**src/rtl/lbuf_rdctrl.sv**
```systemverilog
// Line-buffer read control: RAM address generation, RGB444->RGB888 expansion, sync alignment.
// Define LBUF_SCANLINES_EN to dim the fifth subline of every buffered line (scanline effect).
module lbuf_rdctrl #(
    parameter int          LBUF_WIDTH  = 384,
    parameter int          NUM_LBUF    = 40,
    parameter int          RAM_LATENCY = 2,
    parameter logic [23:0] BORDER_RGB  = 24'h000000
) (
    input  logic        PCLK,
    input  logic        reset_n,
    input  logic        HSYNC_in,
    input  logic        VSYNC_in,
    input  logic        DE_in,
    input  logic [8:0]  hcnt_lbuf,
    input  logic [5:0]  vcnt_lbuf,
    output logic [14:0] rd_addr,
    output logic        rd_en,
    input  logic [11:0] ram_rdata,
    output logic [7:0]  R_out,
    output logic [7:0]  G_out,
    output logic [7:0]  B_out,
    output logic        HSYNC_out,
    output logic        VSYNC_out,
    output logic        DE_out
);
    localparam int          D     = RAM_LATENCY + 1;
    localparam logic [8:0]  H_MAX = 9'(LBUF_WIDTH);
    localparam logic [5:0]  V_MAX = 6'(NUM_LBUF);
    localparam logic [14:0] W15   = 15'(LBUF_WIDTH);

    logic        in_win;
    logic [14:0] addr;
    logic        dim;
    logic [7:0]  r8, g8, b8;
    logic [23:0] rgb_px;

    logic [D-1:0] hs_p, vs_p, de_p, win_p;

    assign in_win = DE_in && (hcnt_lbuf < H_MAX) && (vcnt_lbuf < V_MAX);
    assign addr   = 15'(vcnt_lbuf) * W15 + 15'(hcnt_lbuf);

    always_ff @(posedge PCLK or negedge reset_n) begin
        if (!reset_n) begin
            rd_addr <= '0;
            rd_en   <= 1'b0;
        end else begin
            if (in_win)
                rd_addr <= addr;
            rd_en <= in_win;
        end
    end

    // Pipe depth plus the output register equals RAM_LATENCY+2.
    always_ff @(posedge PCLK or negedge reset_n) begin
        if (!reset_n) begin
            hs_p  <= '1;
            vs_p  <= '1;
            de_p  <= '0;
            win_p <= '0;
        end else begin
            hs_p  <= {hs_p[D-2:0], HSYNC_in};
            vs_p  <= {vs_p[D-2:0], VSYNC_in};
            de_p  <= {de_p[D-2:0], DE_in};
            win_p <= {win_p[D-2:0], in_win};
        end
    end

`ifdef LBUF_SCANLINES_EN
    logic       hs_prev;
    logic [2:0] subline;
    logic [5:0] last_vcnt;
    logic [2:0] sl_p [D];

    always_ff @(posedge PCLK or negedge reset_n) begin
        if (!reset_n) begin
            hs_prev   <= 1'b1;
            subline   <= '0;
            last_vcnt <= '0;
            for (int i = 0; i < D; i++)
                sl_p[i] <= '0;
        end else begin
            hs_prev <= HSYNC_in;
            if (hs_prev && !HSYNC_in) begin
                if (vcnt_lbuf != last_vcnt) begin
                    subline   <= '0;
                    last_vcnt <= vcnt_lbuf;
                end else if (subline != 3'd7) begin
                    subline <= subline + 3'd1;
                end
            end
            sl_p[0] <= subline;
            for (int i = 1; i < D; i++)
                sl_p[i] <= sl_p[i-1];
        end
    end

    assign dim = (sl_p[D-1] == 3'd4);
`else
    assign dim = 1'b0;
`endif

    assign r8 = {ram_rdata[11:8], ram_rdata[11:8]};
    assign g8 = {ram_rdata[7:4], ram_rdata[7:4]};
    assign b8 = {ram_rdata[3:0], ram_rdata[3:0]};

    always_comb begin
        rgb_px = {r8, g8, b8};
        if (dim)
            rgb_px = {1'b0, r8[7:1], 1'b0, g8[7:1], 1'b0, b8[7:1]};
    end

    always_ff @(posedge PCLK or negedge reset_n) begin
        if (!reset_n) begin
            {R_out, G_out, B_out} <= '0;
            HSYNC_out <= 1'b1;
            VSYNC_out <= 1'b1;
            DE_out    <= 1'b0;
        end else begin
            HSYNC_out <= hs_p[D-1];
            VSYNC_out <= vs_p[D-1];
            DE_out    <= de_p[D-1];
            if (!de_p[D-1])
                {R_out, G_out, B_out} <= '0;
            else if (!win_p[D-1])
                {R_out, G_out, B_out} <= BORDER_RGB;
            else
                {R_out, G_out, B_out} <= rgb_px;
        end
    end

endmodule

```
**config.mk**
```make
export PLATFORM = sky130hd
export DESIGN_NAME = lbuf_rdctrl
export DESIGN_NICKNAME = d
export VERILOG_FILES = /design/src/rtl/lbuf_rdctrl.sv
export SDC_FILE = /design/constraint.sdc
export NUM_CORES = 1
export LEC_CHECK = 0
export CELL_PAD_IN_SITES_DETAIL_PLACEMENT = 1
export CELL_PAD_IN_SITES_GLOBAL_PLACEMENT = 1
export CORE_MARGIN = 2
export CORE_UTILIZATION = 32
export DETAILED_ROUTE_END_ITERATION = 10
export GPL_ROUTABILITY_DRIVEN = 0
export PLACE_DENSITY_LB_ADDON = 0.1
export SKIP_LAST_GASP = 1
export SYNTH_ARGS = -nofsm -noshare
export SYNTH_HDL_FRONTEND = slang
export SYNTH_SLANG_ARGS = --single-unit
```
**constraint.sdc**
```tcl
create_clock -name PCLK -period 1 [get_ports PCLK]
set_clock_uncertainty 0.05 [all_clocks]
set_input_delay 0.2 -clock PCLK [delete_from_list [all_inputs] [get_ports PCLK]]
set_output_delay 0.2 -clock PCLK [all_outputs]
set_load 0.03 [all_outputs]
```
Word-level counts from Yosys, hierarchy flattened:

Cells that the tools add are included.
Widths: inputs -> output; s select.

* memories: 0
* latch bits: 0
* flip-flop bits (word level): 55
* logic and storage cells: 24
* memory bits (writable): 0
* output and inout bits: 43
* input bits: 32
* memory bits (read-only): 0

* multipliers: 1
* add/subtract/negate cells: 1
* reduce and logical (&&, ||, !) cells: 2
* $lt $le $gt $ge: 2
* mux-type cells: 6
* div/mod/pow operators: 0
* equal/unequal tests: 0
* bitwise gates (word level): 0
* shifts and indexed selects: 0

Operator list (number)
* $mux 8: 6
* $add 15x9->15: 1
* $lt 9x9->1 const B: 1
* $mul 6x2->8 const B: 1
* $lt 6x6->1 const B: 1
* $logic_and 1x1->1: 2

Depth between registers and ports, before layout:

Gate-level depths: netlist (run 1).

* word-level depth: 3
* mapped depth: 8
* mapped depth without buffers: 8

Worst setup path before layout (run 1):

No wires, ideal clock.

* path kind: input to register
* start: in vcnt_lbuf[0]
* end: reg rd_addr[14]
* cell stages on the path: 8
* buffers on the path: 0
* slack: -1.028 ns
* library setup time: 0.124 ns
* arrival: 1.854 ns
* required time: 0.826 ns
* cells stage by stage: ha_1 -> fa_1 -> a21o_1 -> a21oi_2 -> xnor2_1 -> a2111oi_2 -> xor2_1 -> o21ai_1

* cells in the longest elaborated chain, start to end: 2
* elaborated cells between the ends (all ways): 4
* those cells by class: add/sub (1); mul (1); order compare (1); reduce/logical (1)

RTL lines
* from (decl): line 15 `input logic [5:0] vcnt_lbuf,`
* $mul 6x2->8 / $lt 6x6->1 (equally long branches): line 40, 39
* $add 15x9->15 / $logic_and 1x1->1 (equally long branches): line 40, 39
* to (signal assigned): line 48 `rd_addr <= addr;`
* to (decl): line 16 `output logic [14:0] rd_addr,`

Parallel ways exist; a longest one is shown, timed or not.
A chain may end at the register's enable or synchronous reset.

Final worst setup path (run 1):

Ends and elaborated chain as after synthesis.

==> results of run 1 <==
-- final cells by class --
type | instances | area share [%]
multi-input cells | 93 | 24.9
repair buffers | 134 | 37.8
well taps | 72 | 2.60
clock inverters | 2 | 1.09
inverters | 4 | 0.796
flip-flops and latches | 42 | 30.7
clock buffers | 6 | 2.10
-- routing by layer --
metal,part of all wire [%],wire length [µm],track usage [%],vias up
met3,4.9,278,4.09,10
met5,0,0,0,-
li1,-,-,-,746
met1,38,2130,18.2,797
met2,55,3120,32.7,64
met4,2.5,139,9.83,0
-- layout by cell type, fill, tap and decap left out, types with 2 or more instances in the layout --
master and count:
sky130_fd_sc_hd__o21ai_1 6, sky130_fd_sc_hd__nand2_1 23, sky130_fd_sc_hd__inv_1 2, sky130_fd_sc_hd__and3_1 12, sky130_fd_sc_hd__nor3_2 2, sky130_fd_sc_hd__buf_6 52, sky130_fd_sc_hd__clkdlybuf4s15_2 2, sky130_fd_sc_hd__buf_2 3
sky130_fd_sc_hd__nand2_4 2, sky130_fd_sc_hd__buf_12 2, sky130_fd_sc_hd__buf_4 48, sky130_fd_sc_hd__xor2_1 2, sky130_fd_sc_hd__dfstp_2 8, sky130_fd_sc_hd__buf_8 3, sky130_fd_sc_hd__xnor2_2 4, sky130_fd_sc_hd__xor2_4 2
sky130_fd_sc_hd__dfrtp_1 34, sky130_fd_sc_hd__nand2_2 10, sky130_fd_sc_hd__ha_1 3, sky130_fd_sc_hd__fa_2 2, sky130_fd_sc_hd__clkbuf_8 5, sky130_fd_sc_hd__clkdlybuf4s50_1 22, sky130_fd_sc_hd__a21oi_2 2, sky130_fd_sc_hd__ha_4 6
-- power groups by stage --
stage	Sequential (µW)	Combinational [µW]	Clock, µW
after floorplan	2300	457	0
after global placement	2020	1420	0
after detailed placement	2030	1450	0
after CTS	2020	1810	1330
after global routing	2040	2200	1410
final	2020	2080	1300
-- registers in the layout, summed over array words and instances (netlist names) --
register and cells:
VSYNC_out 1, rd_addr 15, G_out 4, DE_out 1, hs_p 3, de_p 3, vs_p 3, R_out 4
B_out 4, win_p 3, HSYNC_out 1
-- per-stage QoR --
step | instances | total power [µW] | cell area (µm²) | util (%) | hold WS [ns]
after floorplan | 155 | 2750 | 1900 | - | -0.146
after global placement | 312 | 3440 | 2730 | 49.8 | 0.0329
after detailed placement | 312 | 3480 | 2730 | 49.8 | 0.0337
after CTS | 342 | 5160 | 3300 | 60.3 | 0.197
after global routing | 353 | 5660 | 3460 | 63.2 | 0.215
final | 353 | 5400 | 3460 | 63.2 | 0.204
-- timing repair --
item	CTS	global route
gates cloned	2	0
resized for setup	108	15
pin swaps	29	9
hold buffers	1	0
setup endpoints to repair	59	59
setup buffers	19	11
hold endpoints to repair	9	0
-- how the worst max path moves through the flow --
stage                       from                       to  slack (ns)
floorplan           vcnt_lbuf[0]  rd_addr[14]$_DFFE_PN0P_       -0.86
global placement    vcnt_lbuf[1]  rd_addr[14]$_DFFE_PN0P_       -1.39
detailed placement  vcnt_lbuf[0]  rd_addr[14]$_DFFE_PN0P_       -1.44
CTS                 vcnt_lbuf[0]  rd_addr[14]$_DFFE_PN0P_       -0.70
global route        vcnt_lbuf[0]  rd_addr[14]$_DFFE_PN0P_       -0.79
finish              vcnt_lbuf[0]  rd_addr[14]$_DFFE_PN0P_       -0.73
-- kinds of logic after synthesis --
kind of cell    after synthesis  synth area share [%]
buf+inv                      20                  6.68
flops                        42                  59.0
fa+ha+maj                    12                  9.18
xor+xnor                      9                  4.38
simple gates                 55                  13.9
compound gates               16                  6.33
mux                           1                 0.556
-- worst register-to-register path, cell delays in order (launching register included) --
cell and delay (ns):
sky130_fd_sc_hd__dfrtp_1 0.42, sky130_fd_sc_hd__buf_4 0.15, sky130_fd_sc_hd__buf_4 0.12, sky130_fd_sc_hd__nand2_2 0.06, sky130_fd_sc_hd__nand2_1 0.06
==> results.md, run 1 <==
Status:
- The flow ran to the end, but the final reports show violations.
- The final reports fail on setup timing.

Setup path:
- The cell family contributing the most delay on the critical path is adder cells.
- The type of origin of the critical path is an input port.
- STA classifies the critical path endpoint as a flip-flop.
- The register-to-register setup slack is 0.04 ns.
- Counting both buffers and inverters, the worst setup path holds a total of 1.
- The critical path is of the in2reg type.
- At the worst endpoint, the required time is 1.12 ns.
- The worst path arrival time is 1.85 ns.
- In this run the number of cells on the critical path is 8.
- In this run the critical register-to-register path is captured at rd_addr[5]$_DFFE_PN0P_.
- The slowest cell on the critical path is sky130_fd_sc_hd__fa_2.
- Of all nets on the critical path, the largest fanout is 2.
- The worst register-to-register path begins at rd_addr[5]$_DFFE_PN0P_.
- The number of cells on the worst reg-to-reg path is 4.
- The signal on the critical path passes through buf_8 -> ha_4 -> fa_2 -> nor2b_4 -> nand2_2 -> a2111oi_4 -> xor2_1 -> o21ai_1.
- The highest cell delay on the worst timing path is 0.56 ns.

Logic synthesis:
- The dominant synthesized flop cell is sky130_fd_sc_hd__dfrtp_1.
- The dominant cell by count in the synthesized netlist is sky130_fd_sc_hd__nand2_1.
- After synthesis, flip-flops and latches occupy 59.0% of the total area.
- A synthesized cell averages 11.6 µm².
- In the synthesized netlist, the cells that appear most often are 35 x sky130_fd_sc_hd__nand2_1, 34 x sky130_fd_sc_hd__dfrtp_1, 12 x sky130_fd_sc_hd__and3_1, 12 x sky130_fd_sc_hd__buf_4, 10 x sky130_fd_sc_hd__ha_1.
- The number of synthesized register bits is 42.
- Yosys mapped a number of flops with a built-in enable equal to 0.
- The share of synthesized area in the top cell type comes to 47.3%.
- Sorting the synthesized cells by area gives the leading types as sky130_fd_sc_hd__dfrtp_1 47%, sky130_fd_sc_hd__dfstp_2 12%, sky130_fd_sc_hd__nand2_1 7.3%.
- The synthesized instance count is 155.
- The synthesized netlist net count is 199.
- The post-synthesis cell type with the largest combined area is sky130_fd_sc_hd__dfrtp_1.
- The cell area after synthesis is 1800 µm².
- The Yosys step of the flow raised 0 warnings.
- The share of synthesized registers carrying an async set or reset is 100%.
- The number of different library cells used by synthesis comes to 30.

Clocking:
- The buffer levels on the longest clock path is 2.
- The CTS tree is done.
- The clock buffer count from CTS is 5.
- The CTS H-tree depth is 2.
- The clock drives 42 sinks.
- The later pin in the worst-skew pair is clocked with a latency of 0.29 ns.
- The cell sitting at the root of the clock tree is a sky130_fd_sc_hd__clkbuf_8.
- The clock edge transition at the registers on the reported setup and hold paths is 0.09 ns.

Routing:
- After detailed routing, the total wire length is 5670 µm.
- The number of DRC violations after detailed-routing iteration 0 is 34.
- The number of iterations in the first detailed-routing pass is 4.
- The wire length per cell is 16.1 µm.
- In the routed layout, each cell is associated on average with a via count of 4.58.
- Across all layers, the routed design uses 1617 vias.
- After detailed routing, the number of remaining DRC violations is 0.
- The count of antenna-violating nets left after detailed routing is 0.

Power:
- The design internal power is 3740 µW.
- The power per standard cell area is 1560 nW/µm².
- The total net switching power is 1670 µW.
- The switching share of total power is 30.8%.
- The part of the total power dissipated in combinational logic is 38.4%.
- IR analysis of the VDD net gives a maximum drop of 0.000690 V.
- The power share of the clock group is 24.1%.
- The share of total power in sequential cells is 37.4%.
- The leakage dissipation is 0.00169 µW.

Floorplanning:
- The floorplan row count is 27.
- The area of the die is 6240 µm².
- The area of the core is 5470 µm².
- In this run the horizontal extent of the chip is 79.0 µm.
- For this configuration, the core starts out at a cell density of 32.9%.
- In this run the count of I/O pins placed on the die edge is 75.
- The floorplan step set the die height to 79.0 µm.

GRT:
- For this run, the total global-route usage over all layers was measured as 17.7%.
- The global-route congestion overflow total is 0.
- The initial antenna violation count is 0.
- The via count of the first global-routing pass came to 1728.
- The first global-routing pass estimated 8310 µm of wire.
- The maximum number of pins on one net before global-route repair is 14.

Worst hold path:
- The type of the most critical hold path is in2reg.
- The path with the worst hold slack has its endpoint at rd_addr[7]$_DFFE_PN0P_.
- The start point of the worst hold path is vcnt_lbuf[0].
- The worst hold path cell count is 4.

Place:
- The number of buffers inserted by port buffering is 74.
- Before CTS, the worst setup slack after placement is -1.44 ns.
- Detailed placement ended at an HPWL of 3370 µm.

Cells and area:
- Fill cells in the final layout number 546.
- In the final layout, flip-flops and latches occupy 1060 µm².
- The final layout net count is 324.
- Compared with the post-synthesis result, the final layout area differs by 92.2%.
- The number of antenna diodes is 0.
- The share of post-route cells with drive strength above 1 is 59.1%.
- Summing all multi-input logic gate instances after layout gives 862 µm².

Timing:
- Headroom to the max-slew limit came out at 79.4%.
- The final max-slew violation count is 0.
- The post-layout minimum cycle time is 1.73 ns.
- Setup violations remaining at the end of the flow were counted as 59.
- Setup repair after global routing could not meet its margin everywhere.
- The post-route fraction of the period consumed by the critical path is 173%.
- Static timing analysis puts the maximum clock frequency at 579 MHz.
- Summed over all failing endpoints, the final setup total negative slack is -9.40 ns.
- The post-layout worst setup margin is -0.727 ns.
- The final hold violation count was 0.
- The transition time at the pin with the least slew margin is 0.310 ns.

Job:
- Max-cap violations in this run came to 0.
Note: power is estimated with default switching activity, not from simulation.
==> run 2, diff against run 1 <==
ABC_AREA = 1   (was default)
CORE_UTILIZATION = 31   (was 32)
GPL_ROUTABILITY_DRIVEN = 1   (was 0)
SKIP_LAST_GASP = default   (was 1)
==> results.md, run 2 <==
Cells and area:
- The largest register by flop count is rd_addr (unchanged).
- The layout-stage area growth over the synthesis result came to 77.9% (was 92.2%).
- The final layout net count is 358 (was 324).
- The share of post-route cells with drive strength above 1 was 47.9% (was 59.1%).
- The commonest non-fill, non-tap cell in the layout was sky130_fd_sc_hd__buf_6 (unchanged).
- The number of antenna diodes came to 0 (unchanged).
- The post-route standard cell area excluding fillers is 3380 µm² (was 3460 µm²).
- The flip-flop count of the largest register, all copies and words added is 15 (unchanged).
- Top library cells by usage in the layout, fill and taps aside: 50 x sky130_fd_sc_hd__buf_6, 45 x sky130_fd_sc_hd__nand2_1, 34 x sky130_fd_sc_hd__dfrtp_1, 34 x sky130_fd_sc_hd__buf_4, 22 x sky130_fd_sc_hd__inv_1 (was 52 x sky130_fd_sc_hd__buf_6, 48 x sky130_fd_sc_hd__buf_4, 34 x sky130_fd_sc_hd__dfrtp_1).

Timing:
- The post-route fraction of the period consumed by the critical path is 147% (was 173%).
- The summed negative setup slack over all endpoints was -6.21 ns (was -9.40 ns).
- The post-layout minimum cycle time is 1.47 ns (was 1.73 ns).
- The achievable frequency is 680 MHz (was 579 MHz).
- Setup repair after global routing missed its margin: true (unchanged).
- The tightest slew margin relative to the limit is 82.9% (was 79.4%).
- The final hold violation count was 0 (unchanged).
- The final count of negative-setup-slack endpoints was 58 (was 59).
- The post-layout worst setup margin is -0.471 ns (was -0.727 ns).
- The final max-slew violation count is 0 (unchanged).
- The transition time at the pin with the least slew margin is 0.256 ns (was 0.310 ns).

Clocking:
- The clock latency on the worst-skew pair is 0.29 ns (about the same).
- The number of sinks handled by clock tree synthesis is 42 (unchanged).
- The CTS tree was done (unchanged).
- The clock buffer count from CTS came to 5 (unchanged).
- The buffer levels on the longest clock path is 2 (unchanged).
- The clock edge transition at the registers on the reported setup and hold paths is 0.07 ns (was 0.09 ns).
- The CTS H-tree depth was 2 (unchanged).
- The library cell used as clock root buffer was sky130_fd_sc_hd__clkbuf_8 (unchanged).

Floorplanning:
- The effective utilization at floorplan is 32.1% (was 32.9%).
- The area of the core was 5920 µm² (was 5470 µm²).
- The area of the die is 6780 µm² (was 6240 µm²).
- The boundary pin count is 75 (unchanged).
- The floorplan row count is 28 (was 27).
- The die extent in y is 82.3 µm (was 79.0 µm).
- The horizontal extent of the die is 82.3 µm (was 79.0 µm).

Place:
- The number of buffers inserted by port buffering was 74 (unchanged).
- The pre-CTS setup slack came to -1.27 ns (was -1.44 ns).
- The final weighted congestion in routability-driven placement is 0.871.
- The final HPWL from detailed placement was 3450 µm (was 3370 µm).
- The area after detailed placement is 2760 µm² (was 2730 µm²).

Setup path:
- The highest cell delay on the worst timing path came to 0.55 ns (was 0.56 ns).
- Worst path cell trace: buf_8 -> ha_4 -> fa_2 -> nand2_2 -> nor2_2 -> nand3_2 -> nor2_4 -> nand3_2 -> nand3_1 -> nand2_1 (was buf_8 -> ha_4 -> fa_2 -> nor2b_4 -> nand2_2 -> a2111oi_4 -> xor2_1 -> o21ai_1).
- The startpoint of the worst register-to-register path is rd_addr[10]$_DFFE_PN0P_ (was rd_addr[5]$_DFFE_PN0P_).
- The highest net fanout along the worst path is 3 (was 2).
- The reg-to-reg endpoint is rd_addr[10]$_DFFE_PN0P_ (was rd_addr[5]$_DFFE_PN0P_).
- The number of cells on the worst reg-to-reg path is 4 (unchanged).
- The most common cell type on the critical path is sky130_fd_sc_hd__nand3_2.
- The worst path arrival time is 1.60 ns (was 1.85 ns).
- The critical path data required time is 1.13 ns (was 1.12 ns).
- The slowest cell on the critical path is sky130_fd_sc_hd__fa_2 (unchanged).
- The kind of end point of the critical path is a flip-flop (unchanged).
- The type of origin of the critical path is an input port (unchanged).
- The start-to-end type of the worst setup path is in2reg (unchanged).
- The register-to-register setup slack is 0.08 ns (was 0.04 ns).

Logic synthesis:
- The cell area after synthesis is 1900 µm² (was 1800 µm²).
- The number of enable-type register cells in the synthesized netlist is 0 (unchanged).
- The fraction of synthesized cell area taken by the top area cell type is 44.7% (was 47.3%).
- The share of synthesized registers carrying an async set or reset is 100% (unchanged).
- Most frequent cells after synthesis: 56 x sky130_fd_sc_hd__nand2_1, 34 x sky130_fd_sc_hd__dfrtp_1, 23 x sky130_fd_sc_hd__inv_1 (was 35 x sky130_fd_sc_hd__nand2_1, 34 x sky130_fd_sc_hd__dfrtp_1, 12 x sky130_fd_sc_hd__and3_1, 12 x sky130_fd_sc_hd__buf_4, 10 x sky130_fd_sc_hd__ha_1).
- The count of unique library cells instantiated by Yosys is 21 (was 30).
- The dominant cell by count in the synthesized netlist is sky130_fd_sc_hd__nand2_1 (unchanged).
- The synthesized netlist net count is 246 (was 199).
- The synthesized instance count is 202 (was 155).
- The dominant synthesized flop cell is sky130_fd_sc_hd__dfrtp_1 (unchanged).
- The fraction of the yosys area taken by sequential cells is 55.8% (was 59.0%).
- The synthesized area divided by synthesized cell count was 9.41 µm² (was 11.6 µm²).
- The post-synthesis cell type with the largest combined area is sky130_fd_sc_hd__dfrtp_1 (unchanged).
- The total number of yosys warnings is 0 (unchanged).
- Leading post-synthesis cells by cell area: sky130_fd_sc_hd__dfrtp_1 45%, sky130_fd_sc_hd__dfstp_2 11%, sky130_fd_sc_hd__nand2_1 11% (was sky130_fd_sc_hd__dfrtp_1 47%, sky130_fd_sc_hd__dfstp_2 12%, sky130_fd_sc_hd__nand2_1 7.3%).
- The number of synthesized register bits came to 42 (unchanged).

Routing:
- The wire length per cell was 12.7 µm (was 16.1 µm).
- The DRC violation count after routing is 0 (unchanged).
- The via count of the routed design was 1693 (was 1617).
- The number of iterations in the first detailed-routing pass is 2 (was 4).
- The count of antenna-violating nets left after detailed routing was 0 (unchanged).
- The total wire length is 4960 µm (was 5670 µm).
- The post-detailed-route via-to-cell ratio is 4.34 (was 4.58).
- The number of DRC violations after detailed-routing iteration 0 is 45 (was 34).

GRT:
- The global-route congestion overflow total is 0 (unchanged).
- The maximum number of pins on one net before global-route repair is 39 (was 14).
- The via count of the first global-routing pass is 1672 (was 1728).
- The overall routing resource usage is 15.0% (was 17.7%).
- The global-route wire length before repair was 7590 µm (was 8310 µm).
- The initial antenna violation count is 0 (unchanged).

Worst hold path:
- The worst hold path cell count is 1 (was 4).
- The type of the most critical hold path is in2reg (unchanged).
- The endpoint of the worst hold path is de_p[0]$_DFF_PN0_ (was rd_addr[7]$_DFFE_PN0P_).
- The start point of the worst hold path is DE_in (was vcnt_lbuf[0]).

Power:
- The overall power is 5140 µW (was 5400 µW).
- The power share of the clock group is 26.3% (was 24.1%).
- The design internal power is 3610 µW (was 3740 µW).
- The share of total power in sequential cells is 38.7% (was 37.4%).
- The total net switching power came to 1530 µW (was 1670 µW).
- The worst supply voltage drop on vdd is 0.000619 V (was 0.000690 V).
- The part of the total power dissipated in combinational logic is 35.0% (was 38.4%).
- The power per standard cell area is 1520 nW/µm² (was 1560 nW/µm²).
- The switching share of total power is 29.7% (was 30.8%).
- The leakage dissipation is 0.00172 µW (was 0.00169 µW).

Status:
- Failing checks: setup timing (unchanged).
- Run status: finished, violations left (unchanged).

Job:
- The total of max-cap violations is 0 (unchanged).
-- run 2: cell count changes in the layout (fill, tap and decap cells not counted), moves of 3 or more --
cell	delta
sky130_fd_sc_hd__and3_1	-12
sky130_fd_sc_hd__buf_4	-14
sky130_fd_sc_hd__inv_1	+20
sky130_fd_sc_hd__inv_8	+3
sky130_fd_sc_hd__nand2_1	+22
sky130_fd_sc_hd__nand2_2	+6
sky130_fd_sc_hd__nand3_1	+10
sky130_fd_sc_hd__nor2_1	+13
sky130_fd_sc_hd__nor2_2	+3
-- run 2: layout make-up --
class,count,area (µm²)
clock buffer,7,86.3
multi-input combinational,119,786
timing repair buffer,119,1200
fill,662,2540
timing repair inverter,2,22.5
tap,75,93.8
clock inverter,1,30.0
sequential,42,1060
inverter,25,101
-- run 2: repair_timing --
item,CTS,global route
pin swaps,22,7
hold buffers,1,0
hold endpoints to repair,38,0
buffers inserted,12,12
cloned,2,0
resized for setup,114,8
setup endpoints to repair,59,58
-- run 2: critical path, delay by kind of cell --
kind	cells	cell delay, ns
fa+ha+maj	2	0.70
simple gates	7	0.60
buf+inv	1	0.10
-- run 2: how the worst max path moves through the flow --
| stage | start | end | slack (ns) | depth (start not counted) |
|---|---|---|---|---|
| 5_1_grt | vcnt_lbuf[0] | rd_addr[14]$_DFFE_PN0P_ | -0.56 | 11 |
| 3_5_place_dp | vcnt_lbuf[0] | rd_addr[14]$_DFFE_PN0P_ | -1.27 | 10 |
| 4_1_cts | vcnt_lbuf[1] | rd_addr[14]$_DFFE_PN0P_ | -0.47 | 11 |
| 3_3_place_gp | vcnt_lbuf[0] | rd_addr[14]$_DFFE_PN0P_ | -1.23 | 10 |
| 2_1_floorplan | vcnt_lbuf[0] | rd_addr[14]$_DFFE_PN0P_ | -0.64 | 9 |
| 6_report | vcnt_lbuf[1] | rd_addr[14]$_DFFE_PN0P_ | -0.47 | 10 |
-- run 2: cell families (layout without fill, tap and decap cells) --
logic type	Yosys count	after routing	share of synthesized area (%)
AO/OA/AOI/OAI	9	9	2.37
buffers and inverters	41	154	10.7
XOR/XNOR	3	3	1.38
flip-flops	42	42	55.8
AND/OR/NAND/NOR	95	95	21.1
adder cells (fa/ha/maj)	12	12	8.68
-- run 2: per-layer routing --
metal	vias up	global-route usage, %	wire length, µm
met2	46	26.8	2650
met1	813	17.0	1980
met4	0	6.67	88
met3	7	3.37	246
met5	-	0	0
li1	827	-	-
-- run 2: power groups by stage --
| stage | clock (µW) | combinational (µW) | sequential, µW |
|---|---|---|---|
| global route | 1490 | 1940 | 2010 |
| finish | 1350 | 1800 | 1990 |
| detailed placement | 0 | 1350 | 1990 |
| global placement | 0 | 1330 | 1990 |
| floorplan | 0 | 444 | 2280 |
| CTS | 1400 | 1650 | 1990 |
-- run 2: stage by stage --
step	hold slack (ns)	instances	util, %
4_1_cts	0.107	378	55.2
3_3_place_gp	0.171	356	46.6
6_report	0.120	390	57.1
2_1_floorplan	-0.146	202	-
5_1_grt	0.102	390	57.1
3_5_place_dp	0.173	356	46.6
==> run 3, diff against run 2 <==
ABC_AREA = default   (was 1)
CORE_UTILIZATION = 32   (was 31)
==> results.md, run 3 (synthesis gave the netlist of run 1 again) <==
Status:
- Failing checks: setup timing (unchanged).
- Run status: finished, violations left (unchanged).

Floorplanning:
- The boundary pin count is 75 (unchanged).
- The area of the core is 5470 µm² (was 5920 µm²).
- The effective utilization at floorplan was 32.9% (was 32.1%).
- The die extent in y is 79.0 µm (was 82.3 µm).
- The horizontal extent of the die is 79.0 µm (was 82.3 µm).
- The area of the die came to 6240 µm² (was 6780 µm²).
- The floorplan row count came to 27 (was 28).

Cells and area:
- The post-route standard cell area excluding fillers is 3460 µm² (was 3380 µm²).
- The layout-stage area growth over the synthesis result is 92.2% (was 77.9%).
- The commonest non-fill, non-tap cell in the layout is sky130_fd_sc_hd__buf_6 (unchanged).
- The flip-flop count of the largest register, all copies and words added came to 15 (unchanged).
- The largest register by flop count was rd_addr (unchanged).
- The final layout net count is 324 (was 358).
- The share of post-route cells with drive strength above 1 is 59.1% (was 47.9%).
- The number of antenna diodes came to 0 (unchanged).
- Top library cells by usage in the layout, fill and taps aside: 52 x sky130_fd_sc_hd__buf_6, 48 x sky130_fd_sc_hd__buf_4, 34 x sky130_fd_sc_hd__dfrtp_1 (was 50 x sky130_fd_sc_hd__buf_6, 45 x sky130_fd_sc_hd__nand2_1, 34 x sky130_fd_sc_hd__dfrtp_1, 34 x sky130_fd_sc_hd__buf_4, 22 x sky130_fd_sc_hd__inv_1).
- The final cell utilization of the core is 63.2% (was 57.1%).

Timing:
- The post-layout minimum cycle time came to 1.73 ns (was 1.47 ns).
- The post-layout worst setup margin is -0.727 ns (was -0.471 ns).
- The final max-slew violation count is 0 (unchanged).
- Setup repair after global routing missed its margin: true (unchanged).
- The post-route fraction of the period consumed by the critical path was 173% (was 147%).
- The final hold violation count was 0 (unchanged).
- The summed negative setup slack over all endpoints came to -9.39 ns (was -6.21 ns).
- The transition time at the pin with the least slew margin is 0.310 ns (was 0.256 ns).
- The tightest slew margin relative to the limit is 79.4% (was 82.9%).
- The final count of negative-setup-slack endpoints is 59 (was 58).
- The achievable frequency is 579 MHz (was 680 MHz).
- The worst hold-check slack was 0.204 ns (was 0.120 ns).

Clocking:
- The buffer levels on the longest clock path is 2 (unchanged).
- The clock latency on the worst-skew pair is 0.29 ns (about the same).
- The number of sinks handled by clock tree synthesis came to 42 (unchanged).
- The CTS H-tree depth is 2 (unchanged).
- The clock edge transition at the registers on the reported setup and hold paths was 0.09 ns (was 0.07 ns).
- The CTS tree is done (unchanged).
- The library cell used as clock root buffer was sky130_fd_sc_hd__clkbuf_8 (unchanged).
- The clock buffer count from CTS came to 5 (unchanged).

Setup path:
- The type of origin of the critical path was an input port (unchanged).
- The register-to-register setup slack is 0.04 ns (was 0.08 ns).
- The kind of end point of the critical path was a flip-flop (unchanged).
- The highest net fanout along the worst path came to 2 (was 3).
- The critical path data required time was 1.12 ns (was 1.13 ns).
- The worst path arrival time was 1.85 ns (was 1.60 ns).
- The start-to-end type of the worst setup path is in2reg (unchanged).

Place:
- The final HPWL from detailed placement was 3370 µm (was 3450 µm).
- The area after detailed placement is 2730 µm² (was 2760 µm²).
- The pre-CTS setup slack is -1.44 ns (was -1.27 ns).
- The final weighted congestion in routability-driven placement came to 0.858 (was 0.871).
- The number of buffers inserted by port buffering is 74 (unchanged).

Job:
- The total of max-cap violations is 0 (unchanged).

Power:
- The worst supply voltage drop on vdd is 0.000690 V (was 0.000619 V).
- The power per standard cell area is 1560 nW/µm² (was 1520 nW/µm²).
- The leakage dissipation is 0.00169 µW (was 0.00172 µW).

Routing:
- The count of antenna-violating nets left after detailed routing is 0 (unchanged).
- The total wire length is 5670 µm (was 4960 µm).
- The wire length per cell is 16.1 µm (was 12.7 µm).
- The via count of the routed design is 1613 (was 1693).
- The number of iterations in the first detailed-routing pass was 4 (was 2).
- The DRC violation count after routing is 0 (unchanged).
- The post-detailed-route via-to-cell ratio came to 4.57 (was 4.34).
- The number of DRC violations after detailed-routing iteration 0 was 41 (was 45).

GRT:
- The global-route congestion overflow total is 0 (unchanged).
- The global-route wire length before repair is 8290 µm (was 7590 µm).
- The initial antenna violation count is 0 (unchanged).
- The via count of the first global-routing pass was 1726 (was 1672).
- The overall routing resource usage came to 17.7% (was 15.0%).
- The maximum number of pins on one net before global-route repair is 14 (was 39).

Worst hold path:
- The type of the most critical hold path is in2reg (unchanged).
-- run 3: repair_timing --
| action | 4_1_cts | 5_1_grt |
|---|---|---|
| setup endpoints to repair | 59 | 59 |
| gates cloned | 2 | 0 |
| buffers inserted | 19 | 11 |
| hold endpoints to repair | 9 | 0 |
| resized for setup | 109 | 14 |
| hold buffers | 1 | 0 |
| pin swaps | 29 | 9 |
-- run 3: metal layers --
layer  vias to the layer above  routed length [µm]  global-route usage (%)
met3                        10                 269                    4.09
met1                       797                2140                    18.2
met2                        60                3120                    32.7
met4                         0                 139                    9.83
li1                        746                   -                       -
met5                         -                   0                       0
-- run 3: final cells by class --
cell class,count,area [µm²]
clock buffers,6,72.6
clock inverters,2,37.5
flip-flops and latches,42,1060
multi-input cells,93,862
well taps,72,90.1
inverters,4,27.5
repair buffers,134,1310
fillers,546,2010
-- run 3: worst max-delay path, stage by stage --
cell	delay [ns]
sky130_fd_sc_hd__buf_8	0.10
sky130_fd_sc_hd__ha_4	0.16
sky130_fd_sc_hd__fa_2	0.56
sky130_fd_sc_hd__nor2b_4	0.15
sky130_fd_sc_hd__nand2_2	0.08
sky130_fd_sc_hd__a2111oi_4	0.34
sky130_fd_sc_hd__xor2_1	0.17
sky130_fd_sc_hd__o21ai_1	0.08
-- run 3: path summary, 6_finish.rpt --
| kind | startpoint | to | cells after the start |
|---|---|---|---|
| max | vcnt_lbuf[0] | rd_addr[14]$_DFFE_PN0P_ | 8 |
| min | vcnt_lbuf[0] | rd_addr[7]$_DFFE_PN0P_ | 4 |
| max reg2reg | rd_addr[5]$_DFFE_PN0P_ | rd_addr[5]$_DFFE_PN0P_ | 4 |
| min reg2reg | hs_p[0]$_DFF_PN1_ | hs_p[1]$_DFF_PN1_ | 0 |
| max in group asynchronous | reset_n | B_out[5]$_DFF_PN0_ | 3 |
| min in group asynchronous | reset_n | R_out[3]$_DFF_PN0_ | 2 |
-- run 3: through the flow --
| stage | instances | total power [µW] |
|---|---|---|
| after floorplan | 155 | 2750 |
| after global placement | 312 | 3440 |
| after detailed placement | 312 | 3480 |
| after CTS | 342 | 5160 |
| after global routing | 353 | 5660 |
| final | 353 | 5410 |
-- run 3: power breakdown --
group	internal [µW]	total [µW]	switching, µW
sequential	1880	2020	139
combinational	1110	2080	968
clock	745	1300	559
total	3740	5410	1670
